<file path="src/rtl/vga_timing_gen_pkg.sv">
// Shared 640x480@60 raster constants and glyph geometry for the glyph-mode pipeline.
`ifndef VGA_TIMING_GEN_PKG_SV
`define VGA_TIMING_GEN_PKG_SV
package vga_timing_gen_pkg;

    localparam int CNT_W     = 10;
    localparam int ROW_DIV_W = 7;

    localparam int VGA_H_ACTIVE = 640;
    localparam int VGA_H_FP     = 16;
    localparam int VGA_H_SYNC   = 96;
    localparam int VGA_H_BP     = 48;
    localparam int VGA_V_ACTIVE = 480;
    localparam int VGA_V_FP     = 10;
    localparam int VGA_V_SYNC   = 2;
    localparam int VGA_V_BP     = 33;

    localparam int GLYPH_H = 12;
    localparam int ROWS    = 40;

    function automatic int axis_total(input int active, input int fp, input int sync, input int bp);
        return active + fp + sync + bp;
    endfunction

    localparam int VGA_H_TOTAL = axis_total(VGA_H_ACTIVE, VGA_H_FP, VGA_H_SYNC, VGA_H_BP);
    localparam int VGA_V_TOTAL = axis_total(VGA_V_ACTIVE, VGA_V_FP, VGA_V_SYNC, VGA_V_BP);

endpackage
`endif

</file>
<file path="src/rtl/vga_timing_gen_axis_counter.sv">
// One raster axis: wrapping position counter with sync-window and active-region decode.
module vga_axis_counter
    import vga_timing_gen_pkg::*;
#(
    parameter int ACTIVE = VGA_H_ACTIVE,
    parameter int FP     = VGA_H_FP,
    parameter int SYNC   = VGA_H_SYNC,
    parameter int BP     = VGA_H_BP
) (
    input  logic             clk,
    input  logic             reset,
    input  logic             advance,
    output logic [CNT_W-1:0] count,
    output logic             wrap,
    output logic             sync,
    output logic             active
);

    localparam int TOTAL      = axis_total(ACTIVE, FP, SYNC, BP);
    localparam int SYNC_START = ACTIVE + FP;
    localparam int SYNC_END   = SYNC_START + SYNC;

    always_ff @(posedge clk or posedge reset) begin
        if (reset) begin
            count <= '0;
        end else if (advance) begin
            count <= wrap ? '0 : count + CNT_W'(1);
        end
    end

    // Decodes compare in 32 bits so a window ending exactly at 1024 cannot alias.
    assign wrap   = (int'(count) == TOTAL - 1);
    assign sync   = (int'(count) >= SYNC_START) && (int'(count) < SYNC_END);
    assign active = (int'(count) < ACTIVE);

endmodule

</file>
<file path="src/rtl/vga_timing_gen.sv">
// Free-running VGA raster timing generator; registers all outputs from the same pixel.
module vga_timing_gen
    import vga_timing_gen_pkg::*;
#(
    parameter int H_ACTIVE = VGA_H_ACTIVE,
    parameter int H_FP     = VGA_H_FP,
    parameter int H_SYNC   = VGA_H_SYNC,
    parameter int H_BP     = VGA_H_BP,
    parameter int V_ACTIVE = VGA_V_ACTIVE,
    parameter int V_FP     = VGA_V_FP,
    parameter int V_SYNC   = VGA_V_SYNC,
    parameter int V_BP     = VGA_V_BP,
    parameter bit SYNC_POL = 1'b0
) (
    input  logic                 clk,
    input  logic                 reset,
    input  logic                 ce,
    output logic [CNT_W-1:0]     hpos,
    output logic [CNT_W-1:0]     vpos,
    output logic                 hsync,
    output logic                 vsync,
    output logic                 de,
    output logic                 line_start,
    output logic                 frame_start,
    output logic [ROW_DIV_W-1:0] row_div4
);

    localparam int H_TOTAL = axis_total(H_ACTIVE, H_FP, H_SYNC, H_BP);
    localparam int V_TOTAL = axis_total(V_ACTIVE, V_FP, V_SYNC, V_BP);

    if (H_TOTAL > (1 << CNT_W)) begin : g_h_range
        $error("vga_timing_gen: H_TOTAL does not fit the position counter");
    end
    if (V_TOTAL > (1 << CNT_W)) begin : g_v_range
        $error("vga_timing_gen: V_TOTAL does not fit the position counter");
    end
    if ((V_ACTIVE - 1) / 4 >= (1 << ROW_DIV_W)) begin : g_row_range
        $error("vga_timing_gen: active lines overflow the row dividend");
    end
    if (VGA_V_ACTIVE != GLYPH_H * ROWS) begin : g_glyph_geom
        $error("vga_timing_gen: glyph geometry does not tile the active area");
    end

    logic [CNT_W-1:0] h;
    logic [CNT_W-1:0] v;
    logic             h_wrap;
    logic             v_wrap;
    logic             h_sync;
    logic             v_sync;
    logic             h_act;
    logic             v_act;
    logic             at_origin;

    vga_axis_counter #(
        .ACTIVE(H_ACTIVE), .FP(H_FP), .SYNC(H_SYNC), .BP(H_BP)
    ) u_h_axis (
        .clk(clk), .reset(reset), .advance(ce),
        .count(h), .wrap(h_wrap), .sync(h_sync), .active(h_act)
    );

    vga_axis_counter #(
        .ACTIVE(V_ACTIVE), .FP(V_FP), .SYNC(V_SYNC), .BP(V_BP)
    ) u_v_axis (
        .clk(clk), .reset(reset), .advance(ce & h_wrap),
        .count(v), .wrap(v_wrap), .sync(v_sync), .active(v_act)
    );

    // at_origin tracks "counters sit at (0,0)" so frame_start needs no wide compare.
    always_ff @(posedge clk or posedge reset) begin
        if (reset) begin
            hpos        <= '0;
            vpos        <= '0;
            hsync       <= ~SYNC_POL;
            vsync       <= ~SYNC_POL;
            de          <= 1'b0;
            line_start  <= 1'b0;
            frame_start <= 1'b0;
            row_div4    <= '0;
            at_origin   <= 1'b1;
        end else if (ce) begin
            hpos        <= h;
            vpos        <= v;
            hsync       <= h_sync ? SYNC_POL : ~SYNC_POL;
            vsync       <= v_sync ? SYNC_POL : ~SYNC_POL;
            de          <= h_act && v_act;
            line_start  <= (h == '0);
            frame_start <= at_origin;
            row_div4    <= v_act ? v[ROW_DIV_W+1:2] : '0;
            at_origin   <= h_wrap && v_wrap;
        end
    end

endmodule

</file>
<file path="config.mk">
export PLATFORM = sky130hd
export DESIGN_NAME = vga_timing_gen
export DESIGN_NICKNAME = d
export VERILOG_FILES = /design/src/rtl/vga_timing_gen_pkg.sv /design/src/rtl/vga_timing_gen_axis_counter.sv /design/src/rtl/vga_timing_gen.sv
export SDC_FILE = /design/constraint.sdc
export NUM_CORES = 1
export LEC_CHECK = 0
export ABC_AREA = 1
export BUFFER_PORTS_ARGS = -buffer_cell sky130_fd_sc_hd__buf_2
export CORE_MARGIN = 1.5
export CORE_UTILIZATION = 41
export CTS_CLUSTER_SIZE = 8
export DETAILED_ROUTE_END_ITERATION = 16
export GPL_ROUTABILITY_DRIVEN = 0
export SETUP_SLACK_MARGIN = 0.05
export SYNTH_ARGS = -nofsm -noshare
export SYNTH_HDL_FRONTEND = slang
export SYNTH_SLANG_ARGS = --single-unit
export TNS_END_PERCENT = 100
</file>
<file path="constraint.sdc">
create_clock -name clk -period 1.8 [get_ports clk]
set_clock_uncertainty 0.2 [all_clocks]
set_input_delay 0.09 -clock clk [delete_from_list [all_inputs] [get_ports clk]]
set_output_delay 0.09 -clock clk [all_outputs]
set_load 0.005 [all_outputs]
</file>
== Word-level counts from Yosys, hierarchy flattened ==
Index checks and enable logic that the tools add are counted.

* Add/sub/neg operators: 2
* Magnitude comparators: 6
* Eq/ne operators: 2
* Muxes and demuxes: 5
* Bitwise operators: 1
* Reductions and logical operators: 5

{| class="wikitable"
|+ Operator list
! cell !! number
|-
| adder 10 x 1 -> 10 bit, second input constant || 2
|-
| less-than comparator 10 bit, second input constant || 2
|-
| less-than comparator 10 x 9 -> 1 bit, second input constant || 2
|-
| 2-to-1 mux 10 bit || 2
|-
| == test 10 bit, second input constant || 1
|-
| == test 10 x 9 -> 1 bit, second input constant || 1
|-
| greater-or-equal comparator 10 bit, second input constant || 1
|-
| greater-or-equal comparator 10 x 9 -> 1 bit, second input constant || 1
|-
| logical NOT 10 bit || 1
|-
| 2-to-1 mux 7 bit || 1
|-
| logical AND 1 bit || 4
|-
| 2-to-1 mux 1 bit || 2
|-
| bitwise AND 1 bit || 1
|}

* Flip-flop bits (word level): 53
* Input port bits: 3
* Logic and storage cells: 32

== Logic depth before layout (Yosys ltp) ==
Gate-level depths: netlist (run 1).

* Word-level depth: 3
* Mapped depth: 9
* Depth with buffers taken out: 9

== Cells and area by module ==
From an unflattened synthesis (run 1), not the netlist that was laid out.

* Cell total of the unflattened synthesis: 317
* Area total of the unflattened synthesis: 2618.8 sq um

{| class="wikitable"
|+ Modules (own cells, without submodules)
! module !! instances !! cells each !! area an instance (sq um) !! seq. area each (sq um)
|-
| vga_timing_gen || 1 || 140 || 1317.5 || 829.5
|-
| vga_axis_counter (u_v_axis) || 1 || 101 || 683.2 || 250.2
|-
| vga_axis_counter (u_h_axis) || 1 || 76 || 618.1 || 250.2
|}

== Worst setup path after synthesis (run 1) ==
No wires, ideal clock.

* Kind: flip-flop to flip-flop
* Start point: reg u_h_axis.count[0]
* End point: reg u_v_axis.count[9]
* Arrival: 1255 ps
* Required time: 1480 ps
* Setup slack: 225 ps
* Cell stages (with the launch flop): 10
* Path buffers: 1
* Clock period less this slack: 1575 ps
* Path through: dfrtp_1 ha_1 inv_1 nor2_4 nand4_4 nor2_8 inv_4 buf_6 nand2_1 nand2_1

* Longest elaborated chain between the ends: 2

{| class="wikitable"
|+ RTL lines
! item !! RTL line !! RTL
|-
| start, declared || vga_timing_gen_axis_counter.sv:13 || <nowiki>output logic [CNT_W-1:0] count,</nowiki>
|-
| start signal, assigned || vga_timing_gen_axis_counter.sv:27 || <nowiki>count <= wrap ? '0 : count + CNT_W'(1);</nowiki>
|-
| == test 10 x 9 -> 1 bit || vga_timing_gen_axis_counter.sv:32 || <nowiki>assign wrap = (int'(count) == TOTAL - 1);</nowiki>
|-
| bitwise AND 1 bit || vga_timing_gen.sv:64 || <nowiki>.clk(clk), .reset(reset), .advance(ce & h_wrap),</nowiki>
|-
| end signal, assigned || vga_timing_gen_axis_counter.sv:27 ||
|-
| end, declared || vga_timing_gen_axis_counter.sv:13 ||
|}

No other way between the ends.
A chain may end at the register's enable or synchronous reset.

== Worst setup path after layout (run 1) ==
* Start point: reg u_h_axis.count[1]
* End point: reg u_v_axis.count[9]

Same word-level chain as after synthesis.

==> out/qor.csv, run 1 <==
metric,value,unit
Synth Area in Compound Gates,0.07794,
Worst EP required,1.85,ns
largest family of logic cells by synthesized area,simple AND/OR/NAND/NOR gates,
top cell type's share of synthesized area,0.5061,
ranking of synthesized cells by area,"dfrtp_1 (51%), nand2_1 (14%), o21ai_0 (5.5%), inv_1 (3.9%), nor2_1 (3.6%)",
H-tree depth,2,
"Design Area, Final",2889,um^2
worst hold path class,primary input to asynchronous set/reset pin,
Clock Tree Buf Depth,2,
vias in the first global route,1809,
Initial Util,0.4201,
crit end category,flip-flop,
Post-DRT Antenna Nets,0,
Tot GR Track Use,0.1733,
"commonest non-fill, non-tap cell in the layout",nand2_1,
ys flop type,dfrtp_1,
crit-path leading delay family,simple AND/OR/NAND/NOR gates,
Worst Path Max Fanout,4,
Crit Path Category,flip-flop to flip-flop,
DRT iter0 DRCs,65,
setup_tns,0,ns
"Setup violations, final",0,
XOR/XNOR Fraction of Synth Area,0.02834,
"Period Utilization, post-route",0.9096,
clock latency on the worst-skew pair,0.31,ns
synth unique cells,32,
DR pass1 iterations,4,
CP cell instances,ha_2 > inv_1 > nor2_4 > nand4_4 > nor2_8 > buf_4 > nand4_1 > nand2_1,
Peak VDD IR,0.4449,mV
Post-Synth Adder-Cell Area,0.02530,
Synth async-reset ratio,1.000,
slowest CP cell,dfrtp_1,
Nets,340,
net count after synthesis,296,
# IOs,35,
layout cells sized above 1,0.2199,
total grt overflow,0,
TritonCTS clock tree,done,
Die H,80.66,um
IO Port Bufs,34,
first-pass GRT wire length,8549,um
Critical Path Source,u_h_axis.count[1]$_DFFE_PP0P_,
Inserted Diodes,0,
# rows,28,
HPWL after detailed placement,3582,um
Slew @ Worst Pin,0.4374,ns
DRT Wirelength,5046,um
TritonCTS buffer count,5,
synthesized area,2472,um^2
post-route setup slack,0.1627,ns
Root Buffer,clkbuf_8,
CP startpoint kind,flip-flop,
pwr/cell area,944.5,nW/um^2
non-filler instance count after layout,407,
Max-slew headroom,0.7079,
max frequency,610.8,MHz
hold violation count in the final report,0,
Final Util,0.4909,
max-slew violations,0,
unrepaired setup endpoints after global routing,yes,
result of the run,"finished, final reports clean",
most frequent cells in the layout,"nand2_1 (95), dfrtp_1 (49), buf_2 (34)",
simple-gate share of the synthesized area,0.2692,
CP Buf/Inv Count,2,
"EDFF count, synth",0,
"Seq/Total Area, Yosys",0.5380,
Placed Cells incl. Taps,394,
# DRC,0,
Die W,80.66,um
arrival time at the worst endpoint,1.68,ns
leading area contributor after synthesis,dfrtp_1,
post-layout min period,1.637,ns
Area after DPL,2750,um^2
Max Cap Viol,0,
clock tree sinks,53,
post-synthesis register bit count,53,
largest net degree at the start of global routing,36,
syn_area_per_cell,8.585,um^2
leakage,1.502,nW
crit-path max cell delay,0.39,ns
"worst slack, placed",0.1071,ns
clk slew on worst S/H paths,0.09,ns
Area Growth Syn to Fin,16.85,%
die area,6505,um^2
Core Area,5886,um^2
drt wl/cell,12.40,um
yosys warns,0,
routed vias,1938,
R2R Path Start,u_h_axis.count[1]$_DFFE_PP0P_,
Syn Inst Count,288,
post-synthesis mux area share,0,
Vias/cell,4.762,
initial antenna violation count,0,
==> logic make-up (layout without fill, tap and decap cells) <==
| family | Yosys count | count (layout) |
|---|---|---|
| and+or+nand+nor | 151 | 151 |
| DFF | 53 | 53 |
| buffers and inverters | 37 | 81 |
| AOI/OAI and AO/OA | 34 | 34 |
| xor gates and xnor gates | 8 | 8 |
| adders and majority gates | 5 | 5 |
==> layout make-up <==
type	instances	area (um^2)
tap	75	93.84
clock inverter	1	5.005
sequential	53	1331
fill	589	2997
multi-input combinational	198	998.5
inverter	28	110.1
clock buffer	6	72.57
timing repair buffer	46	277.8
==> repair_timing <==
action	CTS	global route
hold buffers	2	0
buffers inserted	0	4
hold endpoints to repair	61	0
gates resized for setup	0	6
setup endpoints to repair	0	14
==> synth_stat cells (3+ instances only) <==
cell,count
clkbuf_1,5
dfrtp_1,50
dfstp_2,3
ha_1,5
inv_1,26
nand2_1,95
nand3_1,11
nand4_1,4
nor2_1,24
nor3_1,5
o21ai_0,27
o21ai_2,4
or2_2,4
xor2_1,7
==> routing by layer <==
layer	global-route usage	routed length, um	up-vias
li1	-	-	1001
met1	0.2407	2543	895
met2	0.2672	2261	34
met3	0.03068	140	8
met4	0.06724	102	0
met5	0	0	-
==> per-stage QoR <==
step                hold WS, ns  power (W)
CTS                      0.1249   0.002765
global route             0.1660   0.002934
finish                   0.1163   0.002729
detailed placement     -0.07808   0.002115
global placement       -0.08801   0.002098
floorplan               0.02027   0.001885
==> worst paths after layout <==
kind / endpoint / slack [ns] / depth (start not counted)
min in group clk: hpos[3]$_DFFE_PP0P_ / 0.27 / 2
setup / recovery: u_v_axis.count[9]$_DFFE_PP0P_ / 0.16 / 8
setup reg to reg: u_v_axis.count[9]$_DFFE_PP0P_ / 0.16 / 8
max in group asynchronous: vsync$_DFFE_PP1P_ / 0.68 / 4
hold reg to reg: hpos[3]$_DFFE_PP0P_ / 0.27 / 2
hold / removal: hpos[0]$_DFFE_PP0P_ / 0.12 / 3
==> sequential cells by signal, indices dropped and copies added, names as in the netlist, 7 cells and up <==
name / flops
u_h_axis.count: 10
u_v_axis.count: 10
row_div4: 7
hpos: 10
vpos: 10
==> power breakdown <==
part	internal, W	leakage (nW)	total, W	switching, W
Combinational	0.000237	0.811	0.000582	0.000345
Clock	0.000265	0.0410	0.000636	0.000371
Sequential	0.00136	0.650	0.00151	0.000150
Total	0.00186	1.50	0.00273	0.000866
==> worst register-to-register path: cells and delay by family (launching register included) <==
kind | cells | cell delay [ns]
buffers and inverters | 2 | 0.22
and+or+nand+nor | 5 | 0.58
adders and majority gates | 1 | 0.19
DFF | 1 | 0.39
Note: power is estimated with default switching activity, not from simulation.
==> run 2, diff against run 1 <==
Settings changed: PLACE_DENSITY_LB_ADDON set to 0.05.
==> run 2 against run 1 <==
First-iteration DRC count increased by 48%. Register-to-register slack hardly changed. Non-clock buffer count rose by 7. Die area unchanged. Core utilization increased by 1.9 points. Via count is 0.52% higher. Sequential cell count unchanged. Global-route usage is 0.48 points higher. Largest cell class unchanged. Largest power group unchanged.
==> out/qor.csv, run 2 (same netlist as run 1, synthesis figures left out) <==
metric,value,unit,change
result of the run,"finished, final reports clean",,unchanged
crit end category,flip-flop,,unchanged
HPWL after detailed placement,3588,um,was 3582 um
Die H,80.66,um,unchanged
Area after DPL,2773,um^2,was 2750 um^2
Max-slew headroom,0.8067,,was 0.7079
Initial Util,0.4201,,unchanged
pwr/cell area,978.0,nW/um^2,was 944.5 nW/um^2
Net Sw Frac,0.3102,,was 0.3174
clock tree sinks,53,,unchanged
Internal Power,0.002024,W,was 0.001863 W
vias in the first global route,1817,,was 1809
clk slew on worst S/H paths,0.11,ns,was 0.09 ns
Core Area,5886,um^2,unchanged
"Period Utilization, post-route",0.9167,,was 0.9096
"Setup violations, final",0,,unchanged
Clock Tree Buf Depth,2,,unchanged
Post-DRT Antenna Nets,0,,unchanged
Nets,347,,was 340
Inserted Diodes,0,,unchanged
Tot GR Track Use,0.1781,,was 0.1733
Placed Cells incl. Taps,397,,was 394
max frequency,606.0,MHz,was 610.8 MHz
Area Growth Syn to Fin,21.36,%,was 16.85%
die area,6505,um^2,unchanged
initial antenna violation count,0,,unchanged
Vias/cell,4.694,,was 4.762
post-route setup slack,0.1499,ns,was 0.1627 ns
first-pass GRT wire length,8921,um,was 8549 um
CP startpoint kind,flip-flop,,unchanged
TritonCTS clock tree,done,,unchanged
layout cells sized above 1,0.2559,,was 0.2199
clock network fraction of total power,0.285,,was 0.233
clock latency on the worst-skew pair,0.31,ns,about the same
routed vias,1948,,was 1938
max-slew violations,0,,unchanged
# IOs,35,,unchanged
TritonCTS buffer count,5,,unchanged
Final Util,0.5098,,was 0.4909
sequential share of power,0.512,,was 0.553
post-layout min period,1.650,ns,was 1.637 ns
combinational power share,0.203,,was 0.213
Worst Reg-to-Reg Cells,8,,unchanged
Worst EP required,1.83,ns,was 1.85 ns
unrepaired setup endpoints after global routing,yes,,unchanged
H-tree depth,2,,unchanged
most frequent cells in the layout,"nand2_1 (95), dfrtp_1 (49), buf_2 (34)",,unchanged
drt wl/cell,12.64,um,was 12.40 um
DRT iter0 DRCs,96,,was 65
leakage,1.548,nW,was 1.502 nW
Worst Path Max Fanout,5,,was 4
"Design Area, Final",3000,um^2,was 2889 um^2
total grt overflow,0,,unchanged
IO Port Bufs,34,,unchanged
Peak VDD IR,0.5790,mV,was 0.4449 mV
multi-input combinational cell area,1016,um^2,was 998.5 um^2
"worst slack, placed",0.01721,ns,was 0.1071 ns
hold violation count in the final report,0,,unchanged
worst hold path class,primary input to asynchronous set/reset pin,,unchanged
fillers,584,,was 589
Max Cap Viol,0,,unchanged
Slew @ Worst Pin,0.2878,ns,was 0.4374 ns
DR pass1 iterations,5,,was 4
Die W,80.66,um,unchanged
arrival time at the worst endpoint,1.68,ns,about the same
Crit Path Category,flip-flop to flip-flop,,unchanged
largest net degree at the start of global routing,54,,was 36
non-filler instance count after layout,415,,was 407
total power,0.002934,W,was 0.002729 W
Root Buffer,clkbuf_8,,unchanged
# rows,28,,unchanged
"commonest non-fill, non-tap cell in the layout",nand2_1,,unchanged
Sequential Area,1331,um^2,unchanged
switching power,0.0009101,W,was 0.0008661 W
DRT Wirelength,5247,um,was 5046 um
# DRC,0,,unchanged
==> run 2: power groups by stage <==
stage               sequential [W]  combinational (W)  clock (W)
floorplan                  0.00152           0.000365          0
global placement           0.00152           0.000587          0
detailed placement         0.00153           0.000593          0
CTS                        0.00151           0.000600   0.000861
global route               0.00154           0.000695   0.000918
finish                     0.00150           0.000595   0.000837
==> run 2: worst paths after layout <==
kind | endpoint | start | slack, ns
max | u_v_axis.count[1]$_DFFE_PP0P_ | u_h_axis.count[0]$_DFFE_PP0P_ | 0.15
min | vpos[8]$_DFFE_PP0P_ | reset | 0.16
max reg2reg | u_v_axis.count[1]$_DFFE_PP0P_ | u_h_axis.count[0]$_DFFE_PP0P_ | 0.15
min reg2reg | hpos[0]$_DFFE_PP0P_ | hpos[0]$_DFFE_PP0P_ | 0.28
max in group asynchronous | at_origin$_DFFE_PP1P_ | reset | 0.96
min in group clk | hpos[0]$_DFFE_PP0P_ | hpos[0]$_DFFE_PP0P_ | 0.28
==> run 2: metrics by stage <==
step                      hold slack [ns]  TNS [ns]
final                              0.1571         0
after global placement           -0.03669  -0.01288
after CTS                          0.1638         0
after detailed placement         -0.03414         0
after global routing               0.1917         0
after floorplan                   0.02027         0
==> run 2: metal layers <==
| metal | vias to the layer above | global-route usage | share of wire |
|---|---|---|---|
| li1 | 1012 | - | - |
| met1 | 890 | 0.2584 | 0.51 |
| met2 | 38 | 0.2597 | 0.44 |
| met3 | 8 | 0.03864 | 0.041 |
| met4 | 0 | 0.06207 | 0.012 |
| met5 | - | 0 | 0 |
==> run 2: layout make-up <==
cell class | instances | share of cell area
well taps | 75 | 0.03128
repair buffers | 53 | 0.1113
clock inverters | 3 | 0.01543
flip-flops and latches | 53 | 0.4437
inverters | 28 | 0.03670
multi-input cells | 198 | 0.3386
clock buffers | 5 | 0.02294
==> run 2: timing repair <==
action                                  4_1_cts  5_1_grt
hold buffers                                  2        0
endpoints found under the setup margin        7       12
setup buffers                                 2        6
pin swaps                                     0        2
resized for setup                             0       11
endpoints found under the hold margin        62        0
==> run 2: worst max-delay path, stage by stage, from the launching register on <==
cell     delay, ns
dfrtp_1       0.39
ha_1          0.18
inv_1         0.08
nor2_4        0.12
nand4_4       0.14
nor2_8        0.18
buf_4         0.15
nand3_1       0.06
o21ai_0       0.08
